<file path="config.mk">
export PLATFORM = sky130hd
export DESIGN_NAME = active_list_rob
export DESIGN_NICKNAME = d
export VERILOG_FILES = /design/src/rtl/active_list_rob.sv
export SDC_FILE = /design/constraint.sdc
export NUM_CORES = 2
export LEC_CHECK = 0
export CORE_ASPECT_RATIO = 0.9
export CORE_MARGIN = 1
export CORE_UTILIZATION = 40
export CTS_CLUSTER_DIAMETER = 40
export CTS_CLUSTER_SIZE = 20
export DETAILED_ROUTE_END_ITERATION = 8
export HOLD_SLACK_MARGIN = 0.08
export PLACE_DENSITY_LB_ADDON = 0.2
export SLEW_MARGIN = 20
export SYNTH_ARGS = -nofsm -noshare
export SYNTH_HDL_FRONTEND = slang
export SYNTH_SLANG_ARGS = --single-unit
</file>
<file path="constraint.sdc">
create_clock -name clk -period 8.6 [get_ports clk]
set_input_delay 2.58 -clock clk [delete_from_list [all_inputs] [get_ports clk]]
set_output_delay 2.58 -clock clk [all_outputs]
set_load 0.01 [all_outputs]
</file>
<file path="src/rtl/active_list_rob.sv">
// In-order retirement buffer (active list) for the out-of-order core.
// Allocates one entry per renamed instruction and records write-back
// results by tag. It retires up to COMMIT_WIDTH done entries per cycle in
// program order. On a flush it walks back from the tail one entry per cycle
// and returns the previous mappings to the map table.
module active_list_rob #(
  parameter int DEPTH        = 32,
  parameter int COMMIT_WIDTH = 2,
  parameter int DATA_WIDTH   = 32,
  parameter int PREG_W       = 6,
  parameter int LREG_W       = 5,
  localparam int TAG_W       = $clog2(DEPTH)
) (
  input  logic                                     clk,
  input  logic                                     rst_n,
  input  logic                                     alloc_valid,
  output logic                                     alloc_ready,
  input  logic [LREG_W-1:0]                        alloc_logical,
  input  logic [PREG_W-1:0]                        alloc_new_phys,
  input  logic [PREG_W-1:0]                        alloc_prev_phys,
  input  logic                                     alloc_reg_we,
  input  logic                                     alloc_is_store,
  output logic [TAG_W-1:0]                         alloc_tag,
  input  logic                                     wb_valid,
  input  logic [TAG_W-1:0]                         wb_tag,
  input  logic [DATA_WIDTH-1:0]                    wb_data,
  input  logic [DATA_WIDTH-1:0]                    wb_mem_addr,
  input  logic                                     mem_ready,
  output logic [COMMIT_WIDTH-1:0]                  commit_valid,
  output logic [COMMIT_WIDTH-1:0]                  commit_reg_we,
  output logic [COMMIT_WIDTH-1:0]                  commit_mem_we,
  output logic [COMMIT_WIDTH-1:0][PREG_W-1:0]      commit_phys,
  output logic [COMMIT_WIDTH-1:0][LREG_W-1:0]      commit_logical,
  output logic [COMMIT_WIDTH-1:0][PREG_W-1:0]      commit_free_phys,
  output logic [COMMIT_WIDTH-1:0][DATA_WIDTH-1:0]  commit_data,
  output logic [COMMIT_WIDTH-1:0][DATA_WIDTH-1:0]  commit_mem_addr,
  input  logic                                     flush_valid,
  input  logic                                     flush_all,
  input  logic [TAG_W-1:0]                         flush_tag,
  output logic                                     rb_valid,
  output logic [LREG_W-1:0]                        rb_logical,
  output logic [PREG_W-1:0]                        rb_prev_phys,
  output logic                                     busy,
  output logic [TAG_W:0]                           count
);

  typedef enum logic {IDLE = 1'b0, ROLLBACK = 1'b1} state_t;

  typedef struct packed {
    logic [LREG_W-1:0]     logical;
    logic [PREG_W-1:0]     new_phys;
    logic [PREG_W-1:0]     prev_phys;
    logic                  reg_we;
    logic                  is_store;
    logic [DATA_WIDTH-1:0] data;
    logic [DATA_WIDTH-1:0] addr;
  } entry_t;

  entry_t                  ent [DEPTH];
  logic [DEPTH-1:0]        done;
  logic [TAG_W-1:0]        head, tail, stop;
  state_t                  state, state_n;

  logic                    idle, do_alloc, wb_hit, need_rb, rb_last, run;
  logic [TAG_W-1:0]        stop_n, tail_m1, wb_off;
  logic [COMMIT_WIDTH-1:0] elig, take;
  logic [TAG_W:0]          n_ret;

  assign idle        = (state == IDLE);
  assign busy        = ~idle;
  assign alloc_ready = idle && (count < (TAG_W+1)'(DEPTH));
  assign alloc_tag   = tail;
  assign do_alloc    = alloc_valid & alloc_ready & ~flush_valid;
  assign tail_m1     = tail - TAG_W'(1);
  assign rb_last     = (tail_m1 == stop);

  // A write-back only lands on an occupied slot, and never while unwinding.
  assign wb_off = wb_tag - head;
  assign wb_hit = wb_valid & idle & ({1'b0, wb_off} < count);

  // flush_all decides on count rather than tail==head, so a full buffer
  // still rolls back all of its entries.
  assign stop_n  = flush_all ? head : flush_tag + TAG_W'(1);
  assign need_rb = flush_all ? (count != '0) : (tail != stop_n);

  assign rb_valid     = busy;
  assign rb_logical   = busy ? ent[tail_m1].logical   : '0;
  assign rb_prev_phys = busy ? ent[tail_m1].prev_phys : '0;

  // Per-slot eligibility and gated commit outputs.
  for (genvar g = 0; g < COMMIT_WIDTH; g++) begin : g_slot
    logic [TAG_W-1:0] idx;
    logic             st_ok;
    assign idx = head + TAG_W'(g);
    if (g == 0) begin : g_s0
      assign st_ok = mem_ready;
    end else begin : g_sn
      assign st_ok = 1'b0;
    end
    assign elig[g] = ((TAG_W+1)'(g) < count) && done[idx] && (!ent[idx].is_store || st_ok);
    assign commit_valid[g]     = take[g];
    assign commit_reg_we[g]    = take[g] & ent[idx].reg_we;
    assign commit_mem_we[g]    = take[g] & ent[idx].is_store;
    assign commit_phys[g]      = take[g] ? ent[idx].new_phys  : '0;
    assign commit_logical[g]   = take[g] ? ent[idx].logical   : '0;
    assign commit_free_phys[g] = take[g] ? ent[idx].prev_phys : '0;
    assign commit_data[g]      = take[g] ? ent[idx].data      : '0;
    assign commit_mem_addr[g]  = take[g] ? ent[idx].addr      : '0;
  end

  // Retirement stops at the first slot that cannot go.
  always_comb begin
    run  = idle & ~flush_valid;
    take = '0;
    for (int i = 0; i < COMMIT_WIDTH; i++) begin
      run     = run & elig[i];
      take[i] = run;
    end
  end

  assign n_ret = (TAG_W+1)'($countones(take));

  // FSM state register.
  always_ff @(posedge clk or negedge rst_n) begin
    if (!rst_n) state <= IDLE;
    else        state <= state_n;
  end

  // FSM next state: enter rollback on a flush with work, leave on reaching stop.
  always_comb begin
    state_n = state;
    case (state)
      IDLE:     if (flush_valid && need_rb) state_n = ROLLBACK;
      ROLLBACK: if (rb_last) state_n = IDLE;
      default:  state_n = IDLE;
    endcase
  end

  // Pointers, occupancy and done flags.
  always_ff @(posedge clk or negedge rst_n) begin
    if (!rst_n) begin
      head  <= '0;
      tail  <= '0;
      stop  <= '0;
      count <= '0;
      done  <= '0;
    end else if (idle) begin
      if (flush_valid) begin
        stop <= stop_n;
      end else begin
        if (do_alloc) begin
          tail       <= tail + TAG_W'(1);
          done[tail] <= 1'b0;
        end
        head  <= head + n_ret[TAG_W-1:0];
        count <= count + {{TAG_W{1'b0}}, do_alloc} - n_ret;
      end
      if (wb_hit) done[wb_tag] <= 1'b1;
    end else begin
      tail  <= tail_m1;
      count <= count - (TAG_W+1)'(1);
    end
  end

  // Entry payload storage; contents are only observed through occupied slots.
  always_ff @(posedge clk) begin
    if (do_alloc) begin
      ent[tail].logical   <= alloc_logical;
      ent[tail].new_phys  <= alloc_new_phys;
      ent[tail].prev_phys <= alloc_prev_phys;
      ent[tail].reg_we    <= alloc_reg_we;
      ent[tail].is_store  <= alloc_is_store;
    end
    if (wb_hit) begin
      ent[wb_tag].data <= wb_data;
      ent[wb_tag].addr <= wb_mem_addr;
    end
  end

endmodule

</file>
# After elaboration in Yosys (flattened, before gate mapping)
# Memories as Yosys holds them, arrays and structs flattened.
# Cells that the tools add are included.
# classes
add_sub_neg	10
order_cmp	10
n_eq_ne	3
muxes	38
bitwise_logic	16
n_reduce_logical	16
# ops
cell	n
$mux W32	8
$mux W6	7
$mux W5	7
$and A32 B32 Y32	1
$not A32 Y32	1
$or A32 B32 Y32	1
$lt A5 B6 Y1 const B	4
$add A5 B1 Y5 const B	3
$lt A1 B6 Y1 const A	2
$and A1 B1 Y1	11
$mux W1	11
$bmux W1 S5	2
$demux W1 S5	2
$ge A5 B1 Y1 const B	2
$logic_and A1 B1 Y1	8
$add A6 B1 Y6	1
$lt A5 B6 Y1	1
$lt A6 B6 Y1 const B	1
$reduce_and A2 Y1	3
$reduce_bool A6 Y1	1
$sub A6 B1 Y6 const B	1
$sub A6 B2 Y6	1
$add A5 B2 Y5	1
$eq A5 B5 Y1	1
10 further kinds	12
# totals
register_bits	54
ram_bits	2656
input_bits	100
out_inout_bits	193
elab_cells	100
mem_count	1
# mem_list
name	words	word_bits	read_ports	rd_ports_with_merged_regs	wr	line_no	text
ent	32	83	3	0	2	59	entry_t ent [DEPTH];

# Depth between registers and ports, before layout
# depth
depth_word	11
depth_mapped	22
depth_no_buf	19

# Least setup slack after synthesis
# Ideal clock, no wire load.
# synth_path
path_kind	input-to-reg
from	in wb_tag[0]
to	mem ent[12][0] in the netlist's numbering (enable)
setup_time_ns	0.565
arrival_time_ns	8.958
required_time_ns	8.035
slack_ns	-0.923
path_stages	12
n_path_buf	1
path_cell_list	inv_1 > ha_1 > inv_1 > fa_1 > ha_1 > a21boi_0 > o21a_1 > o21a_1 > o21ai_0 > a21oi_1 > clkbuf_1 > nor3_1
# synth_rtl
element	line_no	text
start, declared	25	input logic [TAG_W-1:0] wb_tag,
end, declared	59	

==> impl_metrics.toml <==
[clock_network]
ctsHoldBuffers = 0
cts_buffers = 418
clk-insertion-delay-late_ns = 0.97
path_clk_slew_ns = 0.05
post_cts_buffers = 0
cts_sinks = 2710
clockBufferDepth = 4
cts_root_buf = "clkbuf_16"
cts_resized = 0
htreeDepth = 5
cts_tree = "done"

[global_route]
overflow = 0
grt_pass1_vias = 71900
antenna_found_initial = 39
grt_usage_pct = 23.9
grt_pass1_wl_mm = 552
grt_max_degree = 131

[sta]
max_freq_ghz = 0.121
holdWs_ns = 0.509
finalCriticalPeriod_ns = 8.26
hold_viol = 0
maxSlewViolCount = 0
setup_viol = 0
clock_skew_ns = 0.0728
fin_crit_sh_pct = 96.1
rsz0062_at_grt = "false"
relSlewSlack_pct = 23.8
worst_pin_slew_ns = 1.14
fin_tns_setup_ns = 0

[critical_path]
r2r-end = "count[4]$_DFFE_PN0N_"
required_ns = 6.02
cp-start-kind = "register"
crit_arrival_ns = 5.68
cp-end-kind = "output port"
reg2reg_from = "head[0]$_DFFE_PN0P_"
max_stage_delay_ns = 0.93
path_buf_inv = 3
regToRegSetupSlack_ns = 2.79
crit_slowest_cell = "dfrtp_4"
r2r.worst_path.cells = 20
crit_family = "buffers and inverters"
setup.worst_path.class = "register to output port"
cp_cell_sequence = "ha_4 -> buf_4 -> buf_4 -> mux4_2 -> mux4_2 -> mux2i_1 -> nor3_1 -> clkdlybuf4s50_1"
crit_fanout = 45

[yosys]
async_flop_share_pct = 1.99
synth_top_area_cell = "edfxtp_1"
netlist.area_leader.share_pct = 61.9
synth_most_common_cell = "edfxtp_1"
ys_seq_area_share_pct = 63.0
synth_edf_count = 2656
syn-num-nets = 5976
netlist_area_um2 = 129000
ys_seq_elements = 2710
netlist-cell-type-count = 61
yosys_warnings = 0
synth_cells = 5842
syn_avg_cell_area_um2 = 22.1
synthTopCellsByCount = "edfxtp_1 (2,656), mux4_2 (1,737), buf_2 (206)"
ys.flop_type = "edfxtp_1"
yosys-top-cells-area = "edfxtp_1 (62%), mux4_2 (30%), mux2i_1 (1.6%), dfrtp_1 (1.0%), buf_2 (0.80%)"

[power]
switching_power_mw = 15.9
swShare_pct = 31.3
intPower_mw = 34.9
clkPwrFrac_pct = 33.4
ir_drop_mv = 0.392
sequentialPowerShare_pct = 29.3
leakagePower_nw = 46.3
pwr-share-comb_pct = 37.3
power_density_nw_per_um2 = 333

[drt]
wl_per_cell_um = 35.5
viasPerCell = 6.39
dr_total_vias = 70000
drt_iter0_markers = 8112
totalWireLength_mm = 389
postRouteAntennaNets = 0
route.detailed.drc = 34
first_pass_iters = 7

[layout]
num-fill-cells = 25800
layout-drive-gt1-share_pct = 42.6
fin_util_pct = 47.6
nets = 6440
area_delta_synth_final_pct = 18.4

[floorplan]
placementRows = 197
core_um2 = 320000
die_h_um = 540
io_pins = 293
die_x_um = 600
dieArea_um2 = 324000
start_util_pct = 40.2

[placement]
port_buffers = 291
place_congestion = 0.801
dpl.hpwl_mm = 217

[flow_run]
cap_violations = 0

[worst_hold_path]
hp-start = "stop[0]$_DFFE_PN0P_"
hold_end = "stop[0]$_DFFE_PN0P_"
hold_depth = 2
hold_class = "register to register"

[run_status]
violations = "design-rule violations"
outcome = "finished with violations"
## worst min-delay path, cell delays in order, from the launching register on
cell and delay [ns]:
dfrtp_1 0.35, nand2_1 0.05, o21ai_0 0.07
## cell usage in the layout, fill, tap and decap left out, types with 23 or more instances in the layout
master,n
edfxtp_1,2656
mux4_2,1737
clkbuf_16,423
clkdlybuf4s50_1,271
mux2i_1,202
buf_4,144
nor2_1,101
buf_12,91
nand2_1,81
o21ai_0,78
clkinv_2,56
nor2_4,55
inv_6,54
clkbuf_1,52
nor3_2,51
clkinvlp_4,51
dfrtp_1,49
bufinv_16,45
nor3_1,42
clkinv_1,42
clkinv_4,30
ha_1,29
inv_1,28
xnor2_1,25
mux2_2,23
## kinds of logic (layout without fill, tap and decap cells)
logic type / Yosys count / in the layout / synth area share, %
xor gates and xnor gates: 39 / 39 / 0.265
AOI/OAI and AO/OA: 179 / 179 / 0.867
DFF: 2710 / 2710 / 63.0
muxes: 1962 / 1962 / 32.1
buffers and inverters: 513 / 1343 / 1.83
and+or+nand+nor: 404 / 404 / 1.59
other: 1 / 21 / 0.00291
adders and majority gates: 34 / 34 / 0.348
## how the worst max path moves through the flow
stage,startpoint,endpoint,slack (ns),cells after the start
2_1_floorplan,wb_tag[0],ent[12][0]$_DFFE_PP_,-0.92,12
3_3_place_gp,mem_ready,commit_mem_addr[15],0.83,7
3_5_place_dp,mem_ready,commit_mem_addr[15],0.83,7
4_1_cts,head[0]$_DFFE_PN0P_,commit_free_phys[10],0.20,8
5_1_grt,head[0]$_DFFE_PN0P_,commit_free_phys[10],0.07,8
6_report,head[0]$_DFFE_PN0P_,commit_free_phys[10],0.34,8
## sequential cells by signal, indices dropped and copies added, names as in the netlist
| signal | count |
|---|---|
| ent | 2656 |
| done | 32 |
| count | 6 |
| alloc_tag | 5 |
| head | 5 |
| stop | 5 |
| busy | 1 |
## cell type report
class | count | area (um2) | share of cell area (%)
flip-flops and latches | 2710 | 81100 | 53.2
multi-input cells | 2619 | 46000 | 30.1
clock buffers | 476 | 10800 | 7.08
repair buffers | 528 | 5750 | 3.77
well taps | 4278 | 5350 | 3.51
clock inverters | 310 | 3370 | 2.21
inverters | 29 | 116 | 0.0763
diodes | 20 | 50.0 | 0.0328
## stage by stage
step | power [mW] | cells | instance area, um2 | worst slack (ns)
global route | 52.9 | 11000 | 152000 | 0.0738
CTS | 51.5 | 11000 | 153000 | 0.205
finish | 50.8 | 11000 | 153000 | 0.336
detailed placement | 34.4 | 10200 | 138000 | 0.828
floorplan | 29.0 | 5842 | 129000 | -0.923
global placement | 34.4 | 10200 | 138000 | 0.828
## power by group through the flow
stage / sequential (mW) / clock (mW) / combinational, mW
3_3_place_gp: 15.2 / 0 / 19.3
6_report: 14.9 / 17.0 / 18.9
5_1_grt: 14.9 / 17.8 / 20.1
3_5_place_dp: 15.2 / 0 / 19.2
4_1_cts: 14.9 / 17.2 / 19.3
2_1_floorplan: 15.1 / 0 / 13.9
## metal layers
metal	vias to the layer above	GRT usage, %	wire, um	part of all wire, %
li1	27100	-	-	-
met1	39100	33.6	160000	41
met2	3160	38.7	190000	49
met3	588	4.03	28200	7.2
met4	14	6.68	10700	2.8
met5	-	0	78	0.020
No activity file was read; power rests on OpenSTA's default activity.
